**src/rtl/rx_deflusher_if.sv**
```systemverilog
// rx_deflusher_if: groups the RX data path signals of rx_deflusher.
//   master : drives in_* (upstream RX lane logic / testbench)
//   slave  : the deflusher, consumes in_* and drives out_*
// Signals:
//   in_enable        clock enable
//   in_rxdata        received word (DW bits)
//   in_rxdata_valid  in_rxdata valid this cycle
//   in_clr_err       clear sticky error flag and error counter
//   out_rxdata       payload word to upper layer
//   out_rxdata_valid out_rxdata valid
//   out_flush_seen   pulse: ESC+FLUSH pair consumed
//   out_esc_err      pulse: malformed or timed-out escape
//   out_err_sticky   held escape-error flag
//   out_flush_cnt    saturating flush-pair count
//   out_err_cnt      saturating escape-error count
//   out_link_alive   valid words are still arriving
// Also provides the shared escape/flush code words, unless they are defined elsewhere.
`ifndef ESC_PACK
`define ESC_PACK 192'hE5E5E5E5_E5E5E5E5_E5E5E5E5_E5E5E5E5_E5E5E5E5_E5E5E5E5
`endif
`ifndef FLUSH_PACK
`define FLUSH_PACK 192'hF1F1F1F1_F1F1F1F1_F1F1F1F1_F1F1F1F1_F1F1F1F1_F1F1F1F1
`endif

interface rx_deflusher_if #(
  parameter int DW    = 192,
  parameter int CNT_W = 16
);
  logic             in_enable;
  logic [DW-1:0]    in_rxdata;
  logic             in_rxdata_valid;
  logic             in_clr_err;
  logic [DW-1:0]    out_rxdata;
  logic             out_rxdata_valid;
  logic             out_flush_seen;
  logic             out_esc_err;
  logic             out_err_sticky;
  logic [CNT_W-1:0] out_flush_cnt;
  logic [CNT_W-1:0] out_err_cnt;
  logic             out_link_alive;

  modport master (
    output in_enable, in_rxdata, in_rxdata_valid, in_clr_err,
    input  out_rxdata, out_rxdata_valid, out_flush_seen, out_esc_err,
           out_err_sticky, out_flush_cnt, out_err_cnt, out_link_alive
  );

  modport slave (
    input  in_enable, in_rxdata, in_rxdata_valid, in_clr_err,
    output out_rxdata, out_rxdata_valid, out_flush_seen, out_esc_err,
           out_err_sticky, out_flush_cnt, out_err_cnt, out_link_alive
  );
endinterface

```
**src/rtl/rx_deflusher.sv**
```systemverilog
// rx_deflusher: receive-side counterpart of the TX flusher. Removes ESC+FLUSH
// pairs inserted by the transmitter, turns ESC+ESC back into one ESC payload
// word, reports malformed or timed-out escapes, and derives a link-alive flag
// from the transmitter's idle-flush guarantee.
// Ports:
//   clk      clock
//   reset_n  asynchronous active-low reset
//   rx_if    rx_deflusher_if.slave (all data, control and status signals)
// All outputs are registered; every state element advances only when
// in_enable is 1.

// Sim-only checker: a consumed flush pair never produces a payload word.
module rx_deflusher_chk (
  input logic clk,
  input logic reset_n,
  input logic flush_seen,
  input logic rxdata_valid
);
  a_flush_excl_valid: assert property (@(posedge clk) disable iff (!reset_n)
    !(flush_seen && rxdata_valid));
endmodule

module rx_deflusher #(
  parameter int DW          = 192,
  parameter int ESC_TIMEOUT = 16,
  parameter int ALIVE_LIMIT = 32,
  parameter int CNT_W       = 16
) (
  input logic           clk,
  input logic           reset_n,
  rx_deflusher_if.slave rx_if
);
  localparam int TW = $clog2(ESC_TIMEOUT + 1);
  localparam int SW = $clog2(ALIVE_LIMIT + 1);
  localparam logic [TW-1:0] TMO_LAST  = TW'(ESC_TIMEOUT - 1);
  localparam logic [SW-1:0] SIL_LIMIT = SW'(ALIVE_LIMIT);

  typedef enum logic [0:0] {ST_NORMAL = 1'b0, ST_GOT_ESC = 1'b1} state_e;

  function automatic logic [CNT_W-1:0] sat_inc(input logic [CNT_W-1:0] v);
    return (&v) ? v : v + {{(CNT_W-1){1'b0}}, 1'b1};
  endfunction

  state_e           state_q, state_d;
  logic [TW-1:0]    timer_q, timer_d;
  logic [SW-1:0]    silence_q, silence_d;
  logic [DW-1:0]    data_q, data_d;
  logic             valid_q, valid_d;
  logic             flush_q, flush_d;
  logic             err_q, err_d;
  logic             sticky_q, sticky_d;
  logic [CNT_W-1:0] flush_cnt_q, flush_cnt_d;
  logic [CNT_W-1:0] err_cnt_q, err_cnt_d;
  logic             alive_q, alive_d;

  logic en_s, vld_s, is_esc_s, is_flush_s;
  assign en_s       = rx_if.in_enable;
  assign vld_s      = rx_if.in_enable & rx_if.in_rxdata_valid;
  assign is_esc_s   = (rx_if.in_rxdata == DW'(`ESC_PACK));
  assign is_flush_s = (rx_if.in_rxdata == DW'(`FLUSH_PACK));

  // Escape FSM next state, payload forwarding, pulses, counters and liveness.
  always_comb begin
    state_d     = state_q;
    timer_d     = timer_q;
    silence_d   = silence_q;
    data_d      = data_q;
    valid_d     = 1'b0;
    flush_d     = 1'b0;
    err_d       = 1'b0;
    sticky_d    = sticky_q;
    flush_cnt_d = flush_cnt_q;
    err_cnt_d   = err_cnt_q;
    alive_d     = alive_q;

    if (vld_s) begin
      case (state_q)
        ST_NORMAL: begin
          if (is_esc_s) begin
            state_d = ST_GOT_ESC;
            timer_d = '0;
          end else begin
            valid_d = 1'b1;
          end
        end
        ST_GOT_ESC: begin
          // Any word resolves the pending escape.
          state_d = ST_NORMAL;
          timer_d = '0;
          if (is_esc_s) begin
            valid_d = 1'b1;
          end else if (is_flush_s) begin
            flush_d = 1'b1;
          end else begin
            // Malformed escape: drop the ESC but keep the word.
            err_d   = 1'b1;
            valid_d = 1'b1;
          end
        end
        default: begin
          state_d = ST_NORMAL;
          timer_d = '0;
        end
      endcase
    end else if (en_s && (state_q == ST_GOT_ESC)) begin
      if (timer_q == TMO_LAST) begin
        err_d   = 1'b1;
        state_d = ST_NORMAL;
        timer_d = '0;
      end else begin
        timer_d = timer_q + {{(TW-1){1'b0}}, 1'b1};
      end
    end else begin
      timer_d = timer_q;
    end

    if (valid_d) begin
      data_d = rx_if.in_rxdata;
    end else begin
      data_d = data_q;
    end

    if (flush_d) begin
      flush_cnt_d = sat_inc(flush_cnt_q);
    end else begin
      flush_cnt_d = flush_cnt_q;
    end

    // An error in the same cycle as a clear wins: the count restarts at one.
    if (err_d) begin
      sticky_d  = 1'b1;
      err_cnt_d = (en_s && rx_if.in_clr_err) ? {{(CNT_W-1){1'b0}}, 1'b1}
                                              : sat_inc(err_cnt_q);
    end else if (en_s && rx_if.in_clr_err) begin
      sticky_d  = 1'b0;
      err_cnt_d = '0;
    end else begin
      sticky_d  = sticky_q;
      err_cnt_d = err_cnt_q;
    end

    if (vld_s) begin
      silence_d = '0;
    end else if (en_s && (silence_q != SIL_LIMIT)) begin
      silence_d = silence_q + {{(SW-1){1'b0}}, 1'b1};
    end else begin
      silence_d = silence_q;
    end

    if (en_s) begin
      alive_d = (silence_d < SIL_LIMIT);
    end else begin
      alive_d = alive_q;
    end
  end

  // State and output registers.
  always_ff @(posedge clk or negedge reset_n) begin
    if (!reset_n) begin
      state_q     <= ST_NORMAL;
      timer_q     <= '0;
      silence_q   <= SIL_LIMIT;
      data_q      <= '0;
      valid_q     <= 1'b0;
      flush_q     <= 1'b0;
      err_q       <= 1'b0;
      sticky_q    <= 1'b0;
      flush_cnt_q <= '0;
      err_cnt_q   <= '0;
      alive_q     <= 1'b0;
    end else begin
      state_q     <= state_d;
      timer_q     <= timer_d;
      silence_q   <= silence_d;
      data_q      <= data_d;
      valid_q     <= valid_d;
      flush_q     <= flush_d;
      err_q       <= err_d;
      sticky_q    <= sticky_d;
      flush_cnt_q <= flush_cnt_d;
      err_cnt_q   <= err_cnt_d;
      alive_q     <= alive_d;
    end
  end

  assign rx_if.out_rxdata       = data_q;
  assign rx_if.out_rxdata_valid = valid_q;
  assign rx_if.out_flush_seen   = flush_q;
  assign rx_if.out_esc_err      = err_q;
  assign rx_if.out_err_sticky   = sticky_q;
  assign rx_if.out_flush_cnt    = flush_cnt_q;
  assign rx_if.out_err_cnt      = err_cnt_q;
  assign rx_if.out_link_alive   = alive_q;

  rx_deflusher_chk u_chk (
    .clk          (clk),
    .reset_n      (reset_n),
    .flush_seen   (flush_q),
    .rxdata_valid (valid_q)
  );
endmodule

```
**src/flat_wrapper.sv**
```systemverilog
// flat-port wrapper written by rule: the top's interface ports become plain ports
module rx_deflusher_flat 
#(
  parameter int DW          = 192,
  parameter int ESC_TIMEOUT = 16,
  parameter int ALIVE_LIMIT = 32,
  parameter int CNT_W       = 16
)
  (clk, reset_n, rx_if_in_enable, rx_if_in_rxdata, rx_if_in_rxdata_valid, rx_if_in_clr_err, rx_if_out_rxdata, rx_if_out_rxdata_valid, rx_if_out_flush_seen, rx_if_out_esc_err, rx_if_out_err_sticky, rx_if_out_flush_cnt, rx_if_out_err_cnt, rx_if_out_link_alive);
  rx_deflusher_if #(.DW(DW), .CNT_W(CNT_W)) rx_if_i ();
  input logic clk;
  input logic reset_n;
  input wire logic [$bits(rx_if_i.in_enable)-1:0] rx_if_in_enable;
  input wire logic [$bits(rx_if_i.in_rxdata)-1:0] rx_if_in_rxdata;
  input wire logic [$bits(rx_if_i.in_rxdata_valid)-1:0] rx_if_in_rxdata_valid;
  input wire logic [$bits(rx_if_i.in_clr_err)-1:0] rx_if_in_clr_err;
  output wire logic [$bits(rx_if_i.out_rxdata)-1:0] rx_if_out_rxdata;
  output wire logic [$bits(rx_if_i.out_rxdata_valid)-1:0] rx_if_out_rxdata_valid;
  output wire logic [$bits(rx_if_i.out_flush_seen)-1:0] rx_if_out_flush_seen;
  output wire logic [$bits(rx_if_i.out_esc_err)-1:0] rx_if_out_esc_err;
  output wire logic [$bits(rx_if_i.out_err_sticky)-1:0] rx_if_out_err_sticky;
  output wire logic [$bits(rx_if_i.out_flush_cnt)-1:0] rx_if_out_flush_cnt;
  output wire logic [$bits(rx_if_i.out_err_cnt)-1:0] rx_if_out_err_cnt;
  output wire logic [$bits(rx_if_i.out_link_alive)-1:0] rx_if_out_link_alive;
  assign rx_if_i.in_enable = rx_if_in_enable;
  assign rx_if_i.in_rxdata = rx_if_in_rxdata;
  assign rx_if_i.in_rxdata_valid = rx_if_in_rxdata_valid;
  assign rx_if_i.in_clr_err = rx_if_in_clr_err;
  assign rx_if_out_rxdata = rx_if_i.out_rxdata;
  assign rx_if_out_rxdata_valid = rx_if_i.out_rxdata_valid;
  assign rx_if_out_flush_seen = rx_if_i.out_flush_seen;
  assign rx_if_out_esc_err = rx_if_i.out_esc_err;
  assign rx_if_out_err_sticky = rx_if_i.out_err_sticky;
  assign rx_if_out_flush_cnt = rx_if_i.out_flush_cnt;
  assign rx_if_out_err_cnt = rx_if_i.out_err_cnt;
  assign rx_if_out_link_alive = rx_if_i.out_link_alive;
  rx_deflusher #(.DW(DW), .ESC_TIMEOUT(ESC_TIMEOUT), .ALIVE_LIMIT(ALIVE_LIMIT), .CNT_W(CNT_W)) u_core (.clk(clk), .reset_n(reset_n), .rx_if(rx_if_i));
endmodule
```
**config.mk**
```make
export PLATFORM = sky130hd
export DESIGN_NAME = rx_deflusher_flat
export DESIGN_NICKNAME = d
export VERILOG_FILES = /design/src/rtl/rx_deflusher_if.sv /design/src/rtl/rx_deflusher.sv /design/src/flat_wrapper.sv
export SDC_FILE = /design/constraint.sdc
export NUM_CORES = 1
export LEC_CHECK = 0
export CAP_MARGIN = 20
export CORE_AREA = 5 5 164 166
export CTS_CLUSTER_SIZE = 8
export DETAILED_ROUTE_END_ITERATION = 16
export DIE_AREA = 0 0 169 171
export GPL_TIMING_DRIVEN = 0
export PLACE_DENSITY = 0.77
export SLEW_MARGIN = 20
export SYNTH_ARGS = -nofsm -noshare
export SYNTH_HDL_FRONTEND = slang
export SYNTH_SLANG_ARGS = --single-unit
```
**constraint.sdc**
```tcl
create_clock -name clk -period 6.1 [get_ports clk]
set_input_delay 1.22 -clock clk [delete_from_list [all_inputs] [get_ports clk]]
set_output_delay 1.22 -clock clk [all_outputs]
set_load 0.05 [all_outputs]
```
Word-level counts from Yosys, hierarchy flattened
Index checks and enable logic that the tools add are counted.

Register bits after elaboration: 241. Input bits: 197. Output and inout port bits: 229. Logic and storage cells: 69.

$add $sub $neg: 4. Magnitude comparators: 1. Equal/unequal tests: 6. Muxes and demuxes: 32. Bitwise operators: 3. Reductions and logical operators: 12.

Operator list (count): equality test 192 bit, second input constant (2); 2-to-1 mux 16 bit (4); adder 16 x 1 -> 16 bit, second input constant (2); AND reduction 16 bit (2); 2-to-1 mux 5 bit (4); 2-to-1 mux 1 bit (19); 2-to-1 mux 6 bit (2); one-hot mux 5 bit (2 select lines) (1); AND reduction 2 bit (4); adder 6 x 1 -> 6 bit, second input constant (1); less-than comparator 6 bit, second input constant (1); != test 6 bit, second input constant (1); nonzero test 2 bit (3); adder 5 x 1 -> 5 bit, second input constant (1); equality test 5 x 4 -> 1 bit, second input constant (1); one-hot mux 1 bit (2 select lines) (2); logical AND 1 bit (3); != test 3 bit, second input constant (1); != test 2 x 1 -> 1 bit, second input constant (1); inverter 1 bit (2); bitwise AND 1 bit (1).

Logic depth before layout (Yosys ltp)
Gate-level depths: netlist of run 1.

Depth after elaboration: 7. Mapped depth: 10. Gate-level depth less buffers: 8.

Worst setup path after synthesis of run 1
Ideal clock, no wire load.

Kind: input to register. Start: input rx_if_in_rxdata[185]. End: register u_core.data_q[100], in the netlist u_core.rx_if.out_rxdata[100]. Library setup time: 0.128 ns. Data arrival time: 3.482 ns. Required time: 5.972 ns. Setup slack: 2.491 ns. Stages on the path: 9. Path buffers: 3. Cell sequence: or4bb_1 nor4_1 nand4_1 or3_1 buf_2 o21ai_4 buf_4 buf_6 mux2_1.

Longest elaborated chain between the ends: 5. Elaborated cells between the ends (all ways): 7. Classes of those cells: eq/ne (2); mux (5).

RTL lines: start, declared (line flat_wrapper.sv:14) `input wire logic [$bits(rx_if_i.in_rxdata)-1:0] rx_if_in_rxdata;`; equality test 192 bit (line rx_deflusher.sv:60) `` assign is_flush_s = (rx_if.in_rxdata == DW'(`FLUSH_PACK)); ``; 2-to-1 mux 1 bit (line rx_deflusher.sv:92) `end else if (is_flush_s) begin`; 2-to-1 mux 1 bit (line rx_deflusher.sv:90) `if (is_esc_s) begin`; one-hot mux 1 bit (2 select lines) (*) (line rx_deflusher.sv:77) `case (state_q)`; 2-to-1 mux 1 bit (*) (line rx_deflusher.sv:76) `if (vld_s) begin`; end signal, assigned (line rx_deflusher.sv:175) `data_q <= data_d;`; end, declared (line rx_deflusher.sv:47) `logic [DW-1:0] data_q, data_d;`.

Mark *: on every way between the ends. The rest lies on a longest branch, timed or not. A chain may end at the register's enable or synchronous reset.

Final worst setup path of run 1
Start: input rx_if_in_rxdata[99]. End: register u_core.data_q[111], in the netlist u_core.rx_if.out_rxdata[111].

Same word-level chain as after synthesis.

==> results of run 1 <==
==> power by group <==
part / switching [uW] / internal, uW / leakage, uW
clock network: 670 / 1080 / 0.000470
logic: 981 / 567 / 0.00317
registers: 101 / 1790 / 0.00293
==> per-layer routing <==
metal  wire [um]  up-vias  GRT usage (%)
li1            -     3649              -
met1       13300     3982           28.4
met2       17600      352           40.7
met3        3020       85           8.02
met4        1500        0           10.0
met5           0        -              0
==> cell families (layout without fill, tap and decap cells) <==
kind of cell / Yosys count / after routing / synth area share, %
AOI/OAI and AO/OA: 50 / 50 / 3.33
xor gates and xnor gates: 16 / 16 / 1.36
adders and majority gates: 5 / 5 / 0.606
buffers and inverters: 35 / 507 / 2.76
DFF: 241 / 241 / 58.4
muxes: 197 / 197 / 21.5
and+or+nand+nor: 187 / 187 / 12.1
==> worst min-delay path by stage <==
stage	cells after the start	slack, ns	end
after floorplan	1	0.46	u_core.timer_q[4]
after global placement	1	0.46	u_core.rx_if.out_err_sticky
after detailed placement	1	0.47	u_core.rx_if.out_err_sticky
after CTS	1	0.48	u_core.rx_if.out_err_sticky
after global routing	1	0.50	u_core.rx_if.out_rxdata[188]
final	1	0.47	u_core.rx_if.out_err_sticky
==> registers in the layout, summed over array words and instances, names as in the netlist <==
signal,flops
u_core.timer_q,5
u_core.rx_if.out_err_sticky,1
u_core.rx_if.out_esc_err,1
u_core.silence_q,6
u_core.state_q,1
u_core.rx_if.out_rxdata,192
u_core.rx_if.out_link_alive,1
u_core.rx_if.out_flush_seen,1
u_core.rx_if.out_rxdata_valid,1
u_core.rx_if.out_flush_cnt,16
u_core.rx_if.out_err_cnt,16
==> worst max-delay path, cell delays in order <==
cell,delay (ns)
clkdlybuf4s50_1,0.51
nand4b_1,0.29
nor4_1,0.68
nand4_1,0.29
or3_1,0.41
buf_2,0.19
o21ai_4,0.21
buf_4,0.26
buf_6,0.21
mux2_1,0.34
==> synthesized netlist by cell type (3+ instances only) <==
master    count  area (um^2)
nand2_1      23         86.3
mux2_2       26          293
nand4b_1     21          184
xnor2_1      11         96.3
o211ai_1      7         52.6
and4b_1       3         30.0
nor4b_1       3         26.3
buf_6        19          214
or4_1         9         67.6
o31ai_1       4         30.0
a21oi_1      13         65.1
ha_1          5         62.6
or4bb_1       6         67.6
nor4bb_1     21          210
nor2_1       20         75.1
or3_1         7         43.8
and3_1        9         56.3
mux2_1      169         1900
nand4_1      13         81.3
xor2_1        5         43.8
clkbuf_1      4         15.0
dfrtp_1     240         6010
inv_1         7         26.3
and2_1        3         18.8
o21ai_0       8         40.0
buf_2         3         15.0
nand2b_1      5         31.3
nand3_1      23          115
nor4_1       10         62.6
a22o_1        3         26.3
==> area by class of cell <==
cell class,count,share of cell area [%]
inverter,7,0.164
buffer,28,1.62
clock inverter,1,0.0547
clock buffer,45,5.97
multi-input combinational,455,25.0
sequential,241,37.7
timing repair buffer,426,26.9
tap,335,2.62
==> through the flow <==
| step | TNS [ns] | total power, uW | std cells | worst slack [ns] |
|---|---|---|---|---|
| after floorplan | 0 | 2790 | 731 | 2.49 |
| after global placement | -1621.64 | 3460 | 1490 | -6.76 |
| after detailed placement | 0 | 3480 | 1492 | 1.28 |
| after CTS | 0 | 5250 | 1538 | 1.81 |
| after global routing | 0 | 5390 | 1538 | 1.68 |
| final | 0 | 5190 | 1538 | 1.84 |
==> results.md, run 1 <==
* CP startpoint kind: input port
* CTS Buf Count at 36
* Register area share after synthesis at 58.4%
* Final Cell Area at 16000 um^2
* Routed wire length at 35500 um
* Die width at 169 um
* Vias at 8068
* GRT Total Usage at 24.1%
* Clock Latency Late Sink at 0.50 ns
* Post-DP HPWL at ~28000 um
* Seq cells post-synth at about 240
* Grt total ovfl at 0
* CTS tree: built
* Commonest cells after routing, fill and taps aside: clkdlybuf4s50_1, dfrtp_1, mux2_1
* Worst R2R End: u_core.rx_if.out_flush_cnt[1]
* I/O Pins at 426
* Worst setup path start: rx_if_in_rxdata[99]
* Mapped Area at 10300 um^2
* # hold bufs at CTS at 0
* Final antenna-violating net count at 0
* Critical path endpoint: u_core.rx_if.out_rxdata[111]
* RSZ-0062 raised after global routing: no
* Die area at 28900 um^2
* Critical setup path kind: input port to flop
* GPL Wtd Cong at 0.862
* Synth Flop Type: dfrtp_1
* Initial Util at 40.5%
* Relative slew slack at a little under a third
* Post-synth ARST share at between 90% and 100%
* DR vias/cell at 5.25
* DRT Pass-1 Iters at 4
* Area grow syn2layout at 55.1%
* Run status: finished, final reports clean
* Share of the clock period used by the worst path at between 60% and 70%
* R2R cell count at 6
* Row cnt at 59
* H-tree depth at 2
* Worst-path clk slew at ~0.050 ns
* Leak pwr at 0.00657 uW
* Initial antenna violation count at 2
* Max-cap viol count at 0
* First-pass GRT wire length at 53100 um
* Share of cells above drive strength 1 at about 7.9%
* Worst hold margin at 0.472 ns
* Synth cell types at 54
* Number of synthesized flops with an enable pin at 0
* Fin. max-slew vios at 0
* PostCTS Resize Cnt at 0
* # DRC at 0
* Worst-Margin Slew at 1.04 ns
* Synth Net Count at 933
* Core Region at 25500 um^2
* Element type at the critical path end: flop
* Most common cell after layout, fill and taps aside: clkdlybuf4s50_1
* Multi-input logic area at ~4000 um^2
* Hold Startpoint: u_core.rx_if.out_err_sticky
* Worst vdd ir at 242 uV
* Warning count from the yosys run at 0
* Critical Path AT at 4.63 ns
* WL per Instance at 23.1 um
* Required @ worst endpoint at 6.47 ns
* Mapped Avg Cell Area at around 14 um^2
* FMAX at about 0.23 GHz
* Layout Skew at 0.0102 ns
* CTS sink cnt at 241
* Layout Utilization at a little over three fifths
* Final hold vios at 0
* Maximum root-to-sink buffer count at 3
* Final-report setup violation count at 0
* R2R Path Start: u_core.rx_if.out_flush_cnt[3]
* Cells after Synth at 731
* Hold Path Class: flop to flop
* Min Tclk post-route at between 4 and 5 ns
* Die Y-Extent at 171 um
* Filler Cell Count at just under 2000
* Initial DRC Count at 480
* Power per cell area at between 300 and 400 nW/um^2
* Reg2reg setup slack at 3.74 ns
* Root buffer cell: clkbuf_16
* Post-layout net count at 1397
* Register Area at 6030 um^2
* IO Port Bufs at ~420
* Cell area after placement at 15000 um^2
* Worst Path Max Fanout at 10
* ANT cells at 0
* Vias in the first global route at 8775
* Largest net degree at the start of global routing at 97
* Setup Buffers After CTS at 0
Note: power is estimated with default switching activity, not from simulation.
==> run 2: changes to the inputs <==
--- a/config.mk
+++ b/config.mk
@@ -6,10 +6,10 @@
 export NUM_CORES = 1
 export LEC_CHECK = 0
 export CAP_MARGIN = 20
-export CORE_AREA = 5 5 164 166
+export CORE_MARGIN = 5
+export CORE_UTILIZATION = 39
 export CTS_CLUSTER_SIZE = 8
 export DETAILED_ROUTE_END_ITERATION = 16
-export DIE_AREA = 0 0 169 171
 export GPL_TIMING_DRIVEN = 0
 export PLACE_DENSITY = 0.77
 export SLEW_MARGIN = 20
==> constraint.sdc (replaced) <==
create_clock -name clk -period 3.7 [get_ports clk]
set_input_delay 0.74 -clock clk [delete_from_list [all_inputs] [get_ports clk]]
set_output_delay 0.74 -clock clk [all_outputs]
set_load 0.05 [all_outputs]
==> results.md, run 2 (same netlist as run 1, synthesis figures left out) <==
* Run status: finished, final reports clean
* CTS sink cnt at 241 (unchanged)
* Post-DP HPWL at 28000 um (+0.46%)
* GRT Total Usage at 23.4% (-0.68 points)
* Most common cell after layout, fill and taps aside: clkdlybuf4s50_1
* Final antenna-violating net count at 0 (unchanged)
* Grt total ovfl at 0 (unchanged)
* Clock Latency Late Sink at 0.50 ns (about the same)
* Initial antenna violation count at 1 (-1)
* Placed cells at 1492 (unchanged)
* Required @ worst endpoint at 4.07 ns (-2.40 ns)
* Power per cell area at 535 nW/um^2 (+65%)
* DR vias/cell at 5.27 (+0.46%)
* Largest register FFs at 192 (unchanged)
* Layout Cells excl Fill at 1540 (+0.13%)
* CTS Buf Count at 36 (unchanged)
* Root buffer cell: clkbuf_16
* Initial Util at 39.6% (-0.92 points)
* Initial DRC Count at 457 (-4.8%)
* Largest net degree at the start of global routing at 94 (-3.1%)
* Min Tclk post-route at ~3.6 ns
* Die Y-Extent at 173 um (+1.0%)
* RSZ-0062 raised after global routing: no
* Commonest cells after routing, fill and taps aside: clkdlybuf4s50_1, dfrtp_1, mux2_1
* Layout Skew at 0.0197 ns (+0.00946 ns)
* Routed wire length at 36100 um (+1.7%)
* WL per Instance at 23.4 um (+1.6%)
* Hold Path Class: input port to async pin
* Final-report setup violation count at 0 (unchanged)
* Critical setup path kind: input port to flop
* Vias at 8116 (+0.59%)
* Element type at the critical path end: flop
* Post-layout net count at 1398 (+0.072%)
* Fin. max-slew vios at 0 (unchanged)
* Row cnt at 59 (unchanged)
* Vias in the first global route at 9034 (+3.0%)
* DRT Pass-1 Iters at 4 (unchanged)
* FMAX at 0.280 GHz
* CTS tree: built
* Die width at 173 um (+2.2%)
* Core Region at 26100 um^2 (+2.3%)
* H-tree depth at 2 (unchanged)
* Worst-path clk slew at 0.05 ns (about the same)
* Final hold vios at 0 (unchanged)
* GPL Wtd Cong at 0.838 (-2.7%)
* Critical Path AT at 3.93 ns (-0.70 ns)
* ANT cells at 0 (unchanged)
* Leak pwr at 0.00660 uW (+0.46%)
* Worst-Margin Slew at 0.952 ns (-0.0835 ns)
* Relative slew slack at 35.7% (+5.6 points)
* Worst hold margin at 0.195 ns (-0.277 ns)
* Worst vdd ir at 393 uV (+63%)
* Maximum root-to-sink buffer count at 3 (unchanged)
* I/O Pins at 426 (unchanged)
* Die area at 29800 um^2 (+3.2%)
* Reg2reg setup slack at 1.31 ns (-2.43 ns)
* Share of cells above drive strength 1 at 8.80% (+0.90 points)
* IO Port Bufs at 424 (unchanged)
* CP startpoint kind: input port
* First-pass GRT wire length at 54500 um (+2.5%)
* Max-cap viol count at 0 (unchanged)
* Share of the clock period used by the worst path at 96.4%
* Area grow syn2layout at 55.9%
* # DRC at 0 (unchanged)
* Worst Path Max Fanout at 10 (unchanged)
==> run 2: cell types whose count changed in the layout (fill, tap and decap cells not counted), sizes merged <==
| cell | delta |
|---|---|
| clkbuf | -1 |
| buf | +1 |
| inv | +2 |
==> run 2: report_power, final <==
part,internal (uW),switching (uW),total [uW]
registers,2960,171,3130
clock network,1790,1130,2910
logic,937,1630,2560
==> run 2: per-layer routing <==
metal  part of all wire [%]  global-route usage, %  up-vias
li1                       -                      -     3658
met1                     37                   26.3     4046
met2                     51                   41.8      340
met3                    8.3                   7.71       72
met4                    3.6                   8.02        0
met5                      0                      0        -
==> run 2: worst max-delay path, stage by stage <==
cell and delay (ns):
clkdlybuf4s50_1 0.47, or4bb_1 0.52, nor4_2 0.36, nand4_1 0.23
or3_1 0.41, buf_2 0.18, o21ai_4 0.23, buf_2 0.41
mux2_2 0.38
==> run 2: cell type report <==
cell class / instances / area (um^2)
Timing Repair Buffer: 427 / 4310
Multi-Input combinational cell: 455 / 4070
Inverter: 7 / 26.3
Clock buffer: 44 / 952
Sequential cell: 241 / 6030
Buffer: 28 / 267
Clock inverter: 3 / 26.3
Tap cell: 335 / 419
Fill cell: 2050 / 9960
==> run 2: worst paths after layout <==
kind / end / cells after the start / start
worst max register to register: u_core.rx_if.out_err_cnt[4] / 10 / u_core.rx_if.out_err_cnt[0]
worst max-delay path: u_core.rx_if.out_rxdata[152] / 9 / rx_if_in_rxdata[189]
worst min register to register: u_core.rx_if.out_err_sticky / 1 / u_core.rx_if.out_err_sticky
worst min-delay path: u_core.rx_if.out_err_cnt[11] / 1 / reset_n
max in group asynchronous: u_core.rx_if.out_rxdata[48] / 2 / reset_n
min in group clk: u_core.rx_if.out_err_sticky / 1 / u_core.rx_if.out_err_sticky
==> run 2: what timing repair did <==
item                       CTS  global route
gates resized for setup      5             6
pin swaps                    0             2
hold endpoints to repair     0             0
buffers inserted             0             1
setup endpoints to repair  203           194
hold buffers                 0             0
==> run 2: per-stage QoR <==
step           util, %  setup slack [ns]  setup TNS (ns)  area [um^2]  power (uW)
3_3_place_gp      57.5             -8.68        -2221.67        15000        5700
6_report          61.8             0.133               0        16100        8610
4_1_cts           61.6           0.00872               0        16100        8690
5_1_grt           61.8           0.00588               0        16100        8910
2_1_floorplan        -             0.571               0        10300        4590
3_5_place_dp      57.7            -0.725         -142.77        15000        5740
